[config.mk]
export PLATFORM = sky130hd
export DESIGN_NAME = round_key_store
export DESIGN_NICKNAME = d
export VERILOG_FILES = /design/src/rtl/aes_key_pkg.sv /design/src/rtl/round_key_ram.sv /design/src/rtl/round_key_store.sv
export SDC_FILE = /design/constraint.sdc
export NUM_CORES = 2
export LEC_CHECK = 0
export ABC_AREA = 1
export CAP_MARGIN = 20
export CORE_MARGIN = 3
export CORE_UTILIZATION = 55
export DETAILED_ROUTE_END_ITERATION = 10
export HOLD_SLACK_MARGIN = 0.02
export PLACE_DENSITY_LB_ADDON = 0.15
export SLEW_MARGIN = 20
export SYNTH_ARGS = -nofsm -noshare
export SYNTH_HDL_FRONTEND = slang
export SYNTH_HIERARCHICAL = 1
export SYNTH_SLANG_ARGS = --single-unit
[constraint.sdc]
create_clock -name clk -period 11.9 [get_ports clk]
set_input_delay 2.38 -clock clk [delete_from_list [all_inputs] [get_ports clk]]
set_output_delay 2.38 -clock clk [all_outputs]
set_load 0.01 [all_outputs]
[src/rtl/aes_key_pkg.sv]
// Shared widths, key-length encodings, round-count lookup and read-FSM states
// for the round-key store.
package aes_key_pkg;

  localparam int unsigned KEY_W    = 128;
  localparam int unsigned RK_DEPTH = 15;
  localparam int unsigned AW       = 4;

  typedef enum logic [1:0] {
    KL_NONE = 2'b00,
    KL_128  = 2'b01,
    KL_192  = 2'b10,
    KL_256  = 2'b11
  } key_len_e;

  typedef enum logic [1:0] {
    ST_IDLE,
    ST_WAIT,
    ST_RESP
  } rd_state_e;

  function automatic logic [3:0] nr_of(input logic [1:0] kl);
    case (key_len_e'(kl))
      KL_128:  nr_of = 4'd10;
      KL_192:  nr_of = 4'd12;
      KL_256:  nr_of = 4'd14;
      default: nr_of = 4'd0;
    endcase
  endfunction

endpackage

[src/rtl/round_key_ram.sv]
// Round-key storage array: one synchronous write port, one asynchronous read port.
// Contents are not reset; the owner tracks which entries hold live data.
module round_key_ram #(
  parameter int unsigned KEY_W = 128,
  parameter int unsigned DEPTH = 15,
  parameter int unsigned AW    = 4
) (
  input  logic             clk,
  input  logic             wr_en,
  input  logic [AW-1:0]    wr_addr,
  input  logic [KEY_W-1:0] wr_data,
  input  logic [AW-1:0]    rd_addr,
  output logic [KEY_W-1:0] rd_data
);

  logic [KEY_W-1:0] mem [DEPTH];

  always_ff @(posedge clk) begin
    if (wr_en) begin
      mem[wr_addr] <= wr_data;
    end
  end

  assign rd_data = mem[rd_addr];

endmodule

[src/rtl/round_key_store.sv]
// Round-key register file with per-entry valid bits and a stalling read port.
// Optional macro RKS_BYPASS_EN forwards a same-cycle write to a pending/new read.
module round_key_store #(
  parameter int unsigned KEY_W = aes_key_pkg::KEY_W,
  parameter int unsigned DEPTH = aes_key_pkg::RK_DEPTH,
  parameter int unsigned AW    = aes_key_pkg::AW
) (
  input  logic             clk,
  input  logic             reset,
  input  logic             clear_valid,
  input  logic [1:0]       key_len,
  input  logic             wr_valid,
  input  logic [AW-1:0]    wr_addr,
  input  logic [KEY_W-1:0] wr_data,
  input  logic             rd_req,
  input  logic [AW-1:0]    rd_addr,
  output logic             rd_ready,
  output logic             rd_ack,
  output logic [KEY_W-1:0] rd_data,
  output logic             rd_oob,
  output logic [3:0]       num_rounds,
  output logic             keys_ready,
  output logic             wr_err
);

  import aes_key_pkg::*;

  localparam logic [AW:0] DEPTH_W = (AW+1)'(DEPTH);

  rd_state_e        state_q, state_d;
  logic [DEPTH-1:0] valid_q, valid_d;
  logic [1:0]       key_len_q, key_len_d;
  logic [3:0]       num_rounds_q, num_rounds_d;
  logic             keys_ready_q, keys_ready_d;
  logic             wr_err_q, wr_err_d;
  logic [AW-1:0]    addr_q, addr_d;
  logic [KEY_W-1:0] rd_data_q, rd_data_d;
  logic             rd_oob_q, rd_oob_d;

  logic             wr_in_range;
  logic             rd_in_range;
  logic [AW-1:0]    req_addr;
  logic             fwd_hit;
  logic [KEY_W-1:0] ram_rd_data;

  assign wr_in_range = ({1'b0, wr_addr} < DEPTH_W);
  assign rd_in_range = ({1'b0, rd_addr} < DEPTH_W);
  // While stalled the RAM read port follows the latched address, otherwise the request.
  assign req_addr    = (state_q == ST_WAIT) ? addr_q : rd_addr;

`ifdef RKS_BYPASS_EN
  assign fwd_hit = wr_valid && (wr_addr == req_addr);
`else
  assign fwd_hit = 1'b0;
`endif

  round_key_ram #(
    .KEY_W (KEY_W),
    .DEPTH (DEPTH),
    .AW    (AW)
  ) u_ram (
    .clk     (clk),
    .wr_en   (wr_valid && wr_in_range),
    .wr_addr (wr_addr),
    .wr_data (wr_data),
    .rd_addr (req_addr),
    .rd_data (ram_rd_data)
  );

  // Clear takes effect before a same-cycle write, so that write survives.
  always_comb begin
    valid_d   = valid_q;
    key_len_d = key_len_q;
    wr_err_d  = wr_err_q;
    if (clear_valid) begin
      valid_d   = '0;
      key_len_d = key_len;
      wr_err_d  = 1'b0;
    end
    if (wr_valid) begin
      if (wr_in_range) begin
        valid_d[wr_addr] = 1'b1;
      end else begin
        wr_err_d = 1'b1;
      end
    end
    num_rounds_d = nr_of(key_len_d);
    keys_ready_d = (num_rounds_d != 4'd0);
    for (int unsigned i = 0; i < DEPTH; i++) begin
      if ((i <= 32'(num_rounds_d)) && !valid_d[AW'(i)]) begin
        keys_ready_d = 1'b0;
      end
    end
  end

  always_comb begin
    state_d   = state_q;
    addr_d    = addr_q;
    rd_data_d = rd_data_q;
    rd_oob_d  = rd_oob_q;
    case (state_q)
      ST_IDLE, ST_RESP: begin
        state_d = ST_IDLE;
        if (rd_req) begin
          addr_d = rd_addr;
          if (!rd_in_range) begin
            state_d   = ST_RESP;
            rd_oob_d  = 1'b1;
            rd_data_d = '0;
          end else if (fwd_hit) begin
            state_d   = ST_RESP;
            rd_oob_d  = 1'b0;
            rd_data_d = wr_data;
          end else if (valid_q[rd_addr]) begin
            state_d   = ST_RESP;
            rd_oob_d  = 1'b0;
            rd_data_d = ram_rd_data;
          end else begin
            state_d = ST_WAIT;
          end
        end
      end
      ST_WAIT: begin
        if (fwd_hit) begin
          state_d   = ST_RESP;
          rd_oob_d  = 1'b0;
          rd_data_d = wr_data;
        end else if (valid_q[addr_q]) begin
          state_d   = ST_RESP;
          rd_oob_d  = 1'b0;
          rd_data_d = ram_rd_data;
        end
      end
      default: state_d = ST_IDLE;
    endcase
  end

  always_ff @(posedge clk) begin
    if (reset) begin
      state_q      <= ST_IDLE;
      valid_q      <= '0;
      key_len_q    <= 2'b00;
      num_rounds_q <= 4'd0;
      keys_ready_q <= 1'b0;
      wr_err_q     <= 1'b0;
      addr_q       <= '0;
      rd_data_q    <= '0;
      rd_oob_q     <= 1'b0;
    end else begin
      state_q      <= state_d;
      valid_q      <= valid_d;
      key_len_q    <= key_len_d;
      num_rounds_q <= num_rounds_d;
      keys_ready_q <= keys_ready_d;
      wr_err_q     <= wr_err_d;
      addr_q       <= addr_d;
      rd_data_q    <= rd_data_d;
      rd_oob_q     <= rd_oob_d;
    end
  end

  assign rd_ready   = (state_q != ST_WAIT);
  assign rd_ack     = (state_q == ST_RESP);
  assign rd_data    = rd_data_q;
  assign rd_oob     = rd_oob_q;
  assign num_rounds = num_rounds_q;
  assign keys_ready = keys_ready_q;
  assign wr_err     = wr_err_q;

endmodule
==> impl_metrics.tcl <==
set metrics [dict create \
    place_hpwl_um 118000 \
    synth-edff-count 1920 \
    viasPerCell 5.68 \
    cp_max_fo 83 \
    crit_type "primary input to flop" \
    cts_resized 0 \
    dpl_cell_area_um2 90500 \
    drt_first_pass_iters 6 \
    ys_seq_area_share_pct 70.2 \
    maxSlewViolCount 0 \
    max-vdd-ir-drop_v 0.000170 \
    die-area_um2 162000 \
    dp_slack_ps 4920 \
    drtIter0Drc 7214 \
    globalplace.congestion 0.817 \
    netlist.area_leader.share_pct 66.6 \
    max-cap-violations 0 \
    avgSynthCellArea_um2 10.5 \
    min_from "wr_err" \
    reg2reg_depth 19 \
    crit_arrival_ps 6970 \
    overflow 0 \
    max_freq_mhz 159 \
    die_x_um 403 \
    fin_nets 8492 \
    grt_max_degree 214 \
    grt_use_total_pct 29.7 \
    ys_async_sr_fraction_pct 0 \
    clk_latency_ps 820 \
    rows 144 \
    startpoint_type "primary input" \
    fin_crit_sh_pct 52.8 \
    fin_area_um2 97000 \
    synthTopCellsByArea "edfxtp_1 67%, nand2_1 14%, nand3_1 6.8%" \
    root_buffer "clkbuf_16" \
    wl_per_cell_um 23.0 \
    rrSetupSlack_ps 7330 \
    ys_ff_latch 2075 \
    clockBufferDepth 3 \
    critPathLaunch "rd_addr[0]" \
    port_buffers 278 \
    setup-tns-final_ps 0 \
    min_period_ps 6280 \
    rsz0062_at_grt "no" \
    netlist_area_um2 86600 \
    tightest_slew_ps 1130 \
    postCtsSetupBuffers 0 \
    yosysMostFrequentCell "nand2_1" \
    r2r_end "rd_data[45]" \
    synth_top_flop_cell "edfxtp_1" \
    synth.distinct_cells 28 \
    yosys.area.top_type "edfxtp_1" \
    htree_levels 4 \
    io_pins 280 \
    holdCritPathClass "flop to flop" \
    setup_viol 0 \
    end_kind "flop" \
    min_to "wr_err" \
    finalHoldViolCount 0 \
    synthCells 8253 \
    antenna_found_initial 39 \
    syn_nets 8396 \
    regToRegStartpoint "state_q[0]" \
    grt_pass1_wl_um 362000 \
    vias 60094 \
    antenna_left 0 \
    layout_setup_ws_ps 5620 \
    die_y_um 403 \
    cts_tree "yes" \
    cts_sinks 2075 \
    slew_headroom_pct 24.4 \
    syn2layout_area_growth_pct 12.0 \
    p_per_area_nw_per_um2 173 \
    clock_skew_ps 32.6 \
    postCtsHoldBufs 0 \
    coreArea_um2 155000 \
    p_leak_nw 38.4 \
    routed_wl_um 243000 \
    drive_gt1_share_pct 5.22 \
    start_util_pct 55.8 \
    ys_top_cells_by_count "3247 x nand2_1, 1920 x edfxtp_1, 1171 x nand3_1" \
    grt_pass1_vias 57366 \
    cts_buffers 207 \
    path_clk_slew_ps 60 \
    worstPathRequired_ps 12590 \
    whs_path_depth 2 \
    drc_errors 0 \
    status "complete, no violations" \
    yosysWarnings 6 \
]
[kinds of logic (layout without fill, tap and decap cells)]
logic type	after synthesis	in the layout	share of synthesized area [%]
buffers and inverters	1130	1399	5.76
other	1	16	0.00433
DFF	2075	2075	70.2
AOI/OAI and AO/OA	39	39	0.249
and+or+nand+nor	5006	5006	23.8
muxes	2	2	0.0231
[how the worst max path moves through the flow]
stage,endpoint
after floorplan,u_ram/mem[11][0]
after global placement,rd_data[127]
after detailed placement,rd_data[60]
after CTS,rd_data[46]
after global routing,rd_data[64]
final,rd_data[45]
[critical path, stage by stage]
cell             delay (ps)
clkdlybuf4s50_1         690
inv_1                   250
o21ai_4                 180
buf_4                   460
buf_4                   850
buf_4                   830
nand2_1                 110
nand3_1                 110
nand2_1                  60
nand2_1                  50
nand2_1                  70
nand2_1                  50
nand2_1                 210
nand2_1                 150
nand4_1                 110
nand2_1                 170
nor2_1                   60
[through the flow]
stage	hold WS [ps]	util [%]	instances	total power, mW
floorplan	458	-	8253	9.83
global placement	485	58.3	10183	10.6
detailed placement	485	58.3	10184	10.6
CTS	500	62.5	10566	16.8
global route	518	62.5	10571	17.4
finish	496	62.5	10581	16.8
[layout by cell type (no fill, tap or decap), types with 2 or more instances in the layout]
master | synthesis | final
mux2i_1 | 2 | 2
bufinv_16 | 0 | 7
clkinv_2 | 0 | 34
clkdlybuf4s50_1 | 0 | 278
o21ai_0 | 12 | 8
o22ai_1 | 11 | 11
clkbuf_1 | 128 | 72
or2_2 | 16 | 16
nand3_1 | 1171 | 1170
nand3_4 | 0 | 3
dfxtp_1 | 155 | 155
nand2_1 | 3247 | 3246
inv_6 | 0 | 5
clkbuf_16 | 0 | 215
nand4_1 | 104 | 104
clkbuf_8 | 0 | 20
nor3_2 | 0 | 8
inv_2 | 31 | 27
inv_8 | 0 | 3
inv_1 | 615 | 613
buf_12 | 0 | 16
nor2_1 | 458 | 450
diode_2 | 0 | 15
nor2_4 | 0 | 8
edfxtp_1 | 1920 | 1920
a21oi_1 | 12 | 12
o21ai_4 | 0 | 4
buf_4 | 48 | 74
clkinv_1 | 1 | 31
[where the power goes]
group	switching, mW	leakage, nW	internal [mW]
registers	0.112	18.6	8.17
clock network	2.67	3.18	3.58
logic	1.56	16.6	0.673
[layer usage]
metal	track usage [%]	routed length (um)	up-vias
met5	0	175	-
met4	8.62	6550	22
met3	5.56	23500	453
met2	47.3	112000	2910
met1	42.0	100000	29190
li1	-	-	27519
[sequential cells by signal (all words and copies together) (netlist names)]
register    count
u_ram/mem    1920
rd_oob          1
wr_err          1
valid_q        15
addr_q          4
rd_data       128
state_q         2
keys_ready      1
num_rounds      3
[area by class of cell]
cell class,count,area [um^2]
Multi-Input combinational cell,5048,21000
Fill cell,12208,58200
Antenna cell,15,37.5
Tap cell,2044,2560
Clock buffer,307,5930
Inverter,648,2470
Clock inverter,75,557
Sequential cell,2075,60800
Timing Repair Buffer,369,3670
(Power assumes the default switching activity.)
